File: src/rtl/mem_arbiter_pkg.sv
// Shared definitions for the two-port memory arbiter: FSM encoding,
// requester port indices and the default line width.
package mem_arbiter_pkg;

  typedef enum logic [1:0] {
    IDLE = 2'd0,
    BUSY = 2'd1,
    GAP  = 2'd2
  } arb_state_e;

  localparam int PORT_I = 0;
  localparam int PORT_D = 1;
  localparam int LINE_W = 256;

endpackage

File: src/rtl/mem_arbiter_pick2.sv
// Combinational two-requester picker: round-robin on the last owner,
// or fixed priority to the data port when mode_i is set.
module arb_pick2
  import mem_arbiter_pkg::*;
(
  input  logic [1:0] req_i,
  input  logic       last_i,
  input  logic       mode_i,
  output logic [1:0] win_o
);

  always_comb begin
    win_o = '0;
    if (req_i[PORT_I] && req_i[PORT_D]) begin
      // last_i is the index of the previous owner; the other port wins a tie
      if (mode_i || !last_i) begin
        win_o[PORT_D] = 1'b1;
      end else begin
        win_o[PORT_I] = 1'b1;
      end
    end else begin
      win_o = req_i;
    end
  end

endmodule

File: src/rtl/mem_arbiter.sv
// Shares one line-wide memory port between the icache (port 0) and the
// dcache (port 1), one whole transaction at a time with a release gap.
module mem_arbiter
  import mem_arbiter_pkg::*;
#(
  parameter int ADDR_W    = 32,
  parameter int DATA_W    = LINE_W,
  parameter int PRIO_MODE = 0,
  parameter int TIMEOUT   = 64
) (
  input  logic              clk_i,
  input  logic              rst_i,
  input  logic              p0_enable_i,
  input  logic              p0_write_i,
  input  logic [ADDR_W-1:0] p0_addr_i,
  input  logic [DATA_W-1:0] p0_data_i,
  output logic [DATA_W-1:0] p0_data_o,
  output logic              p0_ack_o,
  input  logic              p1_enable_i,
  input  logic              p1_write_i,
  input  logic [ADDR_W-1:0] p1_addr_i,
  input  logic [DATA_W-1:0] p1_data_i,
  output logic [DATA_W-1:0] p1_data_o,
  output logic              p1_ack_o,
  input  logic [DATA_W-1:0] mem_data_i,
  input  logic              mem_ack_i,
  output logic [DATA_W-1:0] mem_data_o,
  output logic [ADDR_W-1:0] mem_addr_o,
  output logic              mem_enable_o,
  output logic              mem_write_o,
  output logic [1:0]        grant_o,
  output logic              busy_o,
  output logic              err_o
);

  // Wide enough to reach TIMEOUT and then saturate one above it
  localparam int CNT_W = $clog2(TIMEOUT + 2);

  arb_state_e        state_q, state_d;
  logic [1:0]        grant_q, grant_d;
  logic              last_q, last_d;
  logic              mem_en_q, mem_en_d;
  logic              mem_wr_q, mem_wr_d;
  logic [ADDR_W-1:0] addr_q, addr_d;
  logic [DATA_W-1:0] data_q, data_d;
  logic [CNT_W-1:0]  cnt_q, cnt_d;
  logic              err_q, err_d;
  logic [1:0]        win;

  arb_pick2 u_pick (
    .req_i  ({p1_enable_i, p0_enable_i}),
    .last_i (last_q),
    .mode_i (PRIO_MODE != 0),
    .win_o  (win)
  );

  always_comb begin
    state_d  = state_q;
    grant_d  = grant_q;
    last_d   = last_q;
    mem_en_d = mem_en_q;
    mem_wr_d = mem_wr_q;
    addr_d   = addr_q;
    data_d   = data_q;
    cnt_d    = cnt_q;
    err_d    = err_q;
    case (state_q)
      IDLE: begin
        if (|win) begin
          grant_d  = win;
          mem_en_d = 1'b1;
          mem_wr_d = win[PORT_D] ? p1_write_i : p0_write_i;
          addr_d   = win[PORT_D] ? p1_addr_i  : p0_addr_i;
          data_d   = win[PORT_D] ? p1_data_i  : p0_data_i;
          cnt_d    = '0;
          state_d  = BUSY;
        end
      end
      BUSY: begin
        if (cnt_q != '1) begin
          cnt_d = cnt_q + 1'b1;
        end
        // The timeout is only flagged; the arbiter keeps waiting for the ack
        if (TIMEOUT != 0 && cnt_d == CNT_W'(TIMEOUT)) begin
          err_d = 1'b1;
        end
        if (mem_ack_i) begin
          last_d   = grant_q[PORT_D];
          grant_d  = '0;
          mem_en_d = 1'b0;
          mem_wr_d = 1'b0;
          state_d  = GAP;
        end
      end
      GAP:     state_d = IDLE;
      default: state_d = IDLE;
    endcase
  end

  always_ff @(posedge clk_i or posedge rst_i) begin
    if (rst_i) begin
      state_q  <= IDLE;
      grant_q  <= '0;
      last_q   <= 1'b1;
      mem_en_q <= 1'b0;
      mem_wr_q <= 1'b0;
      addr_q   <= '0;
      data_q   <= '0;
      cnt_q    <= '0;
      err_q    <= 1'b0;
    end else begin
      state_q  <= state_d;
      grant_q  <= grant_d;
      last_q   <= last_d;
      mem_en_q <= mem_en_d;
      mem_wr_q <= mem_wr_d;
      addr_q   <= addr_d;
      data_q   <= data_d;
      cnt_q    <= cnt_d;
      err_q    <= err_d;
    end
  end

  assign p0_ack_o     = mem_ack_i & grant_q[PORT_I] & (state_q == BUSY);
  assign p1_ack_o     = mem_ack_i & grant_q[PORT_D] & (state_q == BUSY);
  assign p0_data_o    = grant_q[PORT_I] ? mem_data_i : '0;
  assign p1_data_o    = grant_q[PORT_D] ? mem_data_i : '0;
  assign mem_enable_o = mem_en_q;
  assign mem_write_o  = mem_wr_q;
  assign mem_addr_o   = addr_q;
  assign mem_data_o   = data_q;
  assign grant_o      = grant_q;
  assign busy_o       = (state_q != IDLE);
  assign err_o        = err_q;

endmodule
File: config.mk
export PLATFORM = sky130hd
export DESIGN_NAME = mem_arbiter
export DESIGN_NICKNAME = d
export VERILOG_FILES = /design/src/rtl/mem_arbiter_pkg.sv /design/src/rtl/mem_arbiter_pick2.sv /design/src/rtl/mem_arbiter.sv
export SDC_FILE = /design/constraint.sdc
export NUM_CORES = 1
export LEC_CHECK = 0
export BUFFER_PORTS_ARGS = -buffer_cell sky130_fd_sc_hd__buf_2
export CAP_MARGIN = 20
export CORE_AREA = 2 2 637 639
export DETAILED_ROUTE_END_ITERATION = 8
export DIE_AREA = 0 0 639 641
export GPL_TIMING_DRIVEN = 0
export PLACE_DENSITY = 0.3
export RECOVER_POWER = 25
export SLEW_MARGIN = 20
export SYNTH_ARGS = -nofsm -noshare
export SYNTH_HDL_FRONTEND = slang
export SYNTH_SLANG_ARGS = --single-unit
File: constraint.sdc
create_clock -name clk_i -period 18.54 [get_ports clk_i]
set_input_delay 0.927 -clock clk_i [delete_from_list [all_inputs] [get_ports clk_i]]
set_output_delay 0.927 -clock clk_i [all_outputs]
set_load 0.02 [all_outputs]
## After elaboration in Yosys (flattened, before gate mapping)

Cells that the tools add are included.

- Bits in registers: 303
- Input port bits: 839
- Logic and storage cells: 53

- $add $sub $neg: 1
- Equal/unequal tests: 5
- Muxes and demuxes: 23
- Bitwise gates (word level): 4
- Reduce and logical (&&, ||, !) cells: 11

Operators by type and width:

| operator | count |
|---|---|
| $mux W256 | 3 |
| $mux W32 | 1 |
| $mux W7 | 3 |
| $pmux W7 S2 | 1 |
| $mux W2 | 5 |
| $reduce_and A2 Y1 | 5 |
| $pmux W2 S2 | 2 |
| $add A7 B1 Y7 const B | 1 |
| $eq A7 B7 Y1 const B | 1 |
| $ne A7 B7 Y1 const B | 1 |
| $mux W1 | 6 |
| $and A1 B1 Y1 | 4 |
| $ne A2 B2 Y1 const B | 2 |
| $pmux W1 S2 | 2 |
| $reduce_bool A2 Y1 | 2 |
| $reduce_and A3 Y1 | 1 |
| $eq A2 B1 Y1 const B | 1 |
| $logic_not A2 Y1 | 1 |
| $reduce_or A2 Y1 | 1 |
| $logic_and A1 B1 Y1 | 1 |

## Longest topological paths before layout

Gate-level depths: netlist of the first run.

- Depth after elaboration: 5
- Depth in mapped cells: 7
- Mapped depth without buffers: 5

## By module

A second synthesis of the first run with hierarchy kept.

- Cell total of the unflattened synthesis: 1,905
- Area total of the unflattened synthesis: 17,274.1 um^2

By module, submodules not included:

| module | instances | cells each | area an instance (um^2) |
|---|---|---|---|
| mem_arbiter | 1 | 1,901 | 17,244.0 |
| arb_pick2 | 1 | 4 | 30.0 |

## Worst setup path after synthesis of the first run

No wires, ideal clock.

- Kind: flip-flop to output port
- Start: reg grant_q[0], in the netlist grant_o[0]
- End: out p0_data_o[100]
- Arrival time: 1,254 ps
- Path slack: 16,359 ps
- Cell stages (with the launch flop): 4
- Cells stage by stage: dfrtp_1 clkbuf_1 clkbuf_1 and2_1

- Word-level cells in the longest chain between the ends: 1

RTL lines:

| element | line | RTL |
|---|---|---|
| from (decl) | mem_arbiter.sv:40 | `logic [1:0] grant_q, grant_d;` |
| from (signal assigned) | mem_arbiter.sv:113 | `grant_q <= grant_d;` |
| $mux W256 | mem_arbiter.sv:126 | `assign p0_data_o = grant_q[PORT_I] ? mem_data_i : '0;` |
| to (decl) | mem_arbiter.sv:17 | `output logic [DATA_W-1:0] p0_data_o,` |

Every way passes these cells.

==> results.cfg, run 1 <==
[outcome]
outcome = finished with violations
violations = max-capacitance violations, max-slew violations

[clock_network]
cts_resized = 0
clock_path_buffers = 3
cts_sinks = 303
cts_root_buffer = clkbuf_16
cts_buffers = 46
cts_hold_buf = 0
clock_latency_ns = 0.69
cts_tree = yes
clk_pin_slew_ns = 0.05
h-tree-depth = 2
post_cts_buffers = 0

[routing]
drc_errors = 0
wl_um = 302000
firstDrtPassIters = 5
wire_per_inst_um = 33.6
vias = 23700
vias_per_cell = 2.63
drt-initial-drc-count = 1588
ant_nets = 0

[global_routing]
grt_max_degree = 87
antenna_found_initial = 344
grt_pass1_wl_um = 351000
grt.total_usage_pct = 14.1
grt_pass1_vias = 22700
grt_overflow = 0

[logic_synthesis]
syn-num-nets = 2737
yosys.area.top_type = dfrtp_1
ys_seq_area_share_pct = 43.5
synth_top_cell_area_share_pct = 43.4
netlist_area_um2 = 17400
postSynthAreaPerCell_um2 = 9.18
yosys_warnings = 0
synth_cell_type_count = 38
synth_seq_cells = 303
syn_inst = 1897
synth_area_leaders = dfrtp_1, and2_1, mux2i_1

[die]
start_util_pct = 4.33
chipWidth_um = 639
std_cell_rows = 233
ios = 1647
die_area_um2 = 410000
core_area_um2 = 402000
die_y_um = 641

[power_and_ir_drop]
power.density_nw_per_um2 = 163
p_leak_nw = 16.1
total_power_mw = 5.53
peakVddDrop_v = 0.0000692

[timing]
period_minus_slack_ns = 7.54
rsz0062_at_grt = false
report.final.slew_viol_count = 232
finalClockSkew_ns = 0.0379
setup_violations = 0
fin_crit_sh_pct = 40.7
max_freq_ghz = 0.133
setup_tns_ns = 0
worst_pin_slew_ns = 5.29
hold_viol = 0
relSlewSlack_pct = -252

[finish]
drive_gt1_share_pct = 48.4
fillerInstances = 47300
nets = 4437
final_cell_mix = buf_2, and2_1, dfrtp_1
finalNonFillerCells = 8983
layout_commonest_cell = buf_2
syn2layout_area_growth_pct = 95.0

[placed_design]
place.gp.congestion = 1.00
dp_hpwl_um = 280000
port_buffers = 1646
placed_cells = 8836

[critical_path]
start_kind = input port
arrival_ns = 7.02
critPathKind = input port to asynchronous set/reset pin
cp-end-kind = asynchronous set/reset pin
crit_fanout = 86
cp_data_required_time_ns = 18.03

[flow_run]
cap_violations = 4

[min_path]
hold_class = register to register
-- cells by family after synthesis --
group | count (synthesis) | synth area share (%)
AOI/OAI and AO/OA | 310 | 9.09
xor gates and xnor gates | 1 | 0.0503
adders and majority gates | 1 | 0.0718
buffers and inverters | 159 | 4.95
DFF | 303 | 43.5
muxes | 289 | 16.6
and+or+nand+nor | 834 | 25.7
-- Yosys cell counts --
cell type    n
and3b_1      1
xnor2_1      1
a31o_1       1
dfstp_2      1
a22oi_1      1
o21ai_0     60
ha_1         1
nor2b_1      1
buf_1        7
nor2_1       4
dfrtp_1    302
a21oi_1      5
mux2i_1    289
or3_1        1
buf_4        8
nand4_1      1
nand2b_1     1
nand2_1    295
or2_2        1
nand3_2      1
nand3_1      4
a21boi_2     1
a31oi_1      3
and4b_1      1
and3_1       3
o21ai_1    234
o21ai_2      1
buf_2       32
inv_1        5
nor3_1       6
clkbuf_1    81
buf_6       26
and4_1       1
o21a_1       2
and2_1     512
a21o_1       1
a32o_1       1
nor2_4       1
-- registers in the layout, indices dropped and copies added, names as in the netlist --
register      cells
err_o             1
mem_write_o       1
last_q            1
state_q           2
mem_data_o      256
mem_addr_o       32
mem_enable_o      1
cnt_q             7
grant_o           2
-- worst max-delay path, stage by stage --
cell	delay, ns
buf_2	0.10
clkinvlp_2	2.00
clkbuf_1	3.80
-- path summary, 6_finish.rpt --
| kind | from | endpoint | slack [ns] | cells past startpoint |
|---|---|---|---|---|
| setup / recovery | rst_i | mem_data_o[165] | 11.00 | 3 |
| hold / removal | mem_data_o[153] | mem_data_o[153] | 0.47 | 2 |
| setup reg to reg | state_q[0] | mem_data_o[127] | 14.38 | 7 |
| hold reg to reg | mem_data_o[153] | mem_data_o[153] | 0.47 | 2 |
| max in group clk_i | p0_enable_i | mem_data_o[127] | 13.49 | 7 |
| min in group asynchronous | rst_i | mem_data_o[0] | 1.31 | 2 |
-- final cells by class --
type,instances,area [µm²],area share (%)
clock buffer,64,1300,3.82
clock inverter,18,203,0.597
sequential,303,7580,22.3
inverter,5,20.0,0.0589
multi-input combinational,1435,8970,26.4
antenna,65,163,0.479
buffer,154,841,2.48
tap,5287,6620,19.5
timing repair buffer,1652,8270,24.4
-- layer usage --
layer | global-route usage, % | vias up | wire length [µm]
li1 | - | 9794 | -
met1 | 15.3 | 11500 | 110000
met2 | 26.1 | 1709 | 154000
met3 | 5.34 | 592 | 28200
met4 | 2.42 | 106 | 8340
met5 | 0 | - | 740
-- report_power, final --
group	internal, mW	leakage (nW)	total, mW	switching [mW]
clock network	0.520	0.743	0.914	0.394
registers	0.985	3.73	1.18	0.197
logic	0.899	11.6	3.43	2.53
-- metrics by stage --
step / util (%) / instance area, µm² / hold slack [ns] / worst slack, ns
2_1_floorplan: - / 17400 / 0.487 / 9.24
3_3_place_gp: 8.03 / 32300 / 0.460 / 2.68
3_5_place_dp: 8.07 / 32400 / 0.467 / 14.19
4_1_cts: 8.44 / 33900 / 0.259 / 13.37
5_1_grt: 8.42 / 33800 / 0.451 / 9.64
6_report: 8.45 / 34000 / 0.473 / 11.00
Power figures use the tool's default switching activity.
==> run 2: changes to the inputs <==
--- a/config.mk
+++ b/config.mk
@@ -7,9 +7,9 @@
 export LEC_CHECK = 0
 export BUFFER_PORTS_ARGS = -buffer_cell sky130_fd_sc_hd__buf_2
 export CAP_MARGIN = 20
-export CORE_AREA = 2 2 637 639
+export CORE_AREA = 2 2 640 642
 export DETAILED_ROUTE_END_ITERATION = 8
-export DIE_AREA = 0 0 639 641
+export DIE_AREA = 0 0 642 644
 export GPL_TIMING_DRIVEN = 0
 export PLACE_DENSITY = 0.3
 export RECOVER_POWER = 25
==> constraint.sdc (replaced) <==
create_clock -name clk_i -period 6.5 [get_ports clk_i]
set_input_delay 0.325 -clock clk_i [delete_from_list [all_inputs] [get_ports clk_i]]
set_output_delay 0.325 -clock clk_i [all_outputs]
set_load 0.02 [all_outputs]
==> run 2 against run 1 <==
The flow still finishes with violations (max-capacitance violations, max-slew violations); clock power increased to 3.0 times the previous value; flip-flop and latch count unchanged; via count increased by 7.5%; utilization increased by 1.3 points; first-iteration DRC count decreased by 2.2%; critical path depth increased by 6; clock skew increased by 0.021 ns; sequential power increased to 2.9 times the previous value; die area increased by 0.94%.
==> results.cfg, run 2 (same netlist as run 1, synthesis figures left out) <==
[outcome]
outcome = finished with violations
violations = max-capacitance violations, max-slew violations

[placed_design]
placed_cell_area_um2 = 32800
port_buffers = 1646
dp_hpwl_um = 276000
placed_cells = 9009
place.gp.congestion = 1.03

[critical_path]
cp_data_required_time_ns = 7.35
start_kind = input port
critPathLaunch = rst_i
r2r_start = last_q
critPathKind = input port to asynchronous set/reset pin
critPathMaxStageDelay_ns = 1.35
cpMostUsedCell = buf_12
arrival_ns = 5.01
cp-end-kind = asynchronous set/reset pin
worstPathCellList = dlygate4sd3_1 > buf_2 > clkinvlp_2 > clkbuf_1 > clkbuf_1 > buf_12 > buf_12 > buf_12 > buf_12
crit_slowest_cell = clkbuf_1
crit_fanout = 27

[global_routing]
grt_pass1_vias = 25600
grt_overflow = 0
grt_max_degree = 30
grt_pass1_wl_um = 359000
grt.total_usage_pct = 14.0
antenna_found_initial = 293

[finish]
fillerInstances = 47900
finalNonFillerCells = 9709
nets = 4975
final_area_um2 = 39600
final_cell_mix = buf_2, dlygate4sd3_1, and2_1
layout_commonest_cell = buf_2
drive_gt1_share_pct = 40.7
largest_register_ffs = 256
syn2layout_area_growth_pct = 128
utilization_pct = 9.72

[die]
core_area_um2 = 408000
ios = 1647
std_cell_rows = 235
die_y_um = 644
start_util_pct = 4.27
die_area_um2 = 413000
chipWidth_um = 642

[clock_network]
post_cts_buffers = 0
cts_tree = yes
h-tree-depth = 2
cts_root_buffer = clkbuf_16
cts_buffers = 47
clock_latency_ns = 0.69
clock_path_buffers = 3
cts_sinks = 303
cts_resized = 0
clk_pin_slew_ns = 0.06

[power_and_ir_drop]
p_clk_share_pct = 16.8
power.density_nw_per_um2 = 413
p_sw_share_pct = 55.5
comb_power_share_pct = 62.5
power.internal_mw = 7.29
sequentialPowerShare_pct = 20.7
switchingPower_mw = 9.08
p_leak_nw = 18.2
peakVddDrop_v = 0.000199

[routing]
wl_um = 300000
ant_nets = 0
drc_errors = 0
drt-initial-drc-count = 1553
firstDrtPassIters = 5
vias_per_cell = 2.62
vias = 25500
wire_per_inst_um = 30.9

[timing]
finalClockSkew_ns = 0.0593
fin_crit_sh_pct = 64.0
hold_slack_ns = 0.0490
setup_violations = 0
max_freq_ghz = 0.240
hold_viol = 0
report.final.slew_viol_count = 78
rsz0062_at_grt = false
relSlewSlack_pct = -19.0
worst_pin_slew_ns = 1.78
period_minus_slack_ns = 4.16
setup_tns_ns = 0

[min_path]
hp-start = p1_data_i[234]
hold_class = input port to register

[flow_run]
cap_violations = 4
[run 2: worst paths after layout]
check / end / slack, ns / cells past startpoint
setup / recovery: mem_data_o[142] / 2.34 / 9
hold / removal: mem_data_o[234] / 0.05 / 3
setup reg to reg: mem_data_o[159] / 3.41 / 6
hold reg to reg: err_o / 0.47 / 1
max in group clk_i: p0_data_o[214] / 2.44 / 4
min in group asynchronous: mem_data_o[30] / 0.34 / 3
[run 2: final cells by class]
| class | count | area [µm²] | share of cell area (%) |
|---|---|---|---|
| Buffer | 154 | 847 | 2.14 |
| Antenna cell | 88 | 220 | 0.556 |
| Multi-Input combinational cell | 1435 | 8970 | 22.6 |
| Tap cell | 5451 | 6820 | 17.2 |
| Clock buffer | 64 | 1300 | 3.28 |
| Sequential cell | 303 | 7580 | 19.1 |
| Clock inverter | 20 | 280 | 0.707 |
| Inverter | 5 | 20.0 | 0.0505 |
| Timing Repair Buffer | 2189 | 13600 | 34.3 |
[run 2: power by group through the flow]
stage               Sequential (mW)  Clock, mW  Combinational [mW]
finish                         3.39       2.75                10.2
global route                   3.50       2.95                10.9
CTS                            3.38       2.91                10.7
detailed placement             3.40          0                10.3
global placement               3.39          0                10.2
floorplan                      4.39          0                3.61
[run 2: repair_timing]
action                                  in CTS  in global routing
hold buffers                               528                  0
hold endpoints to repair                   337                  0
endpoints found under the setup margin       0                  0
[run 2: critical path: cells and delay by family]
family,cells,cell delay [ns]
buf+inv,9,4.51
[run 2: metrics by stage]
stage / setup WS (ns) / power (mW)
2_1_floorplan: 2.15 / 7.99
3_3_place_gp: -1.58 / 13.6
3_5_place_dp: 2.95 / 13.7
4_1_cts: 2.13 / 17.0
5_1_grt: 1.75 / 17.4
6_report: 2.34 / 16.4
[run 2: per-layer routing]
layer	wire length, µm	track usage (%)
met1	113000	15.3
met2	152000	25.8
met3	25400	4.73
met4	10100	3.27
met5	534	0
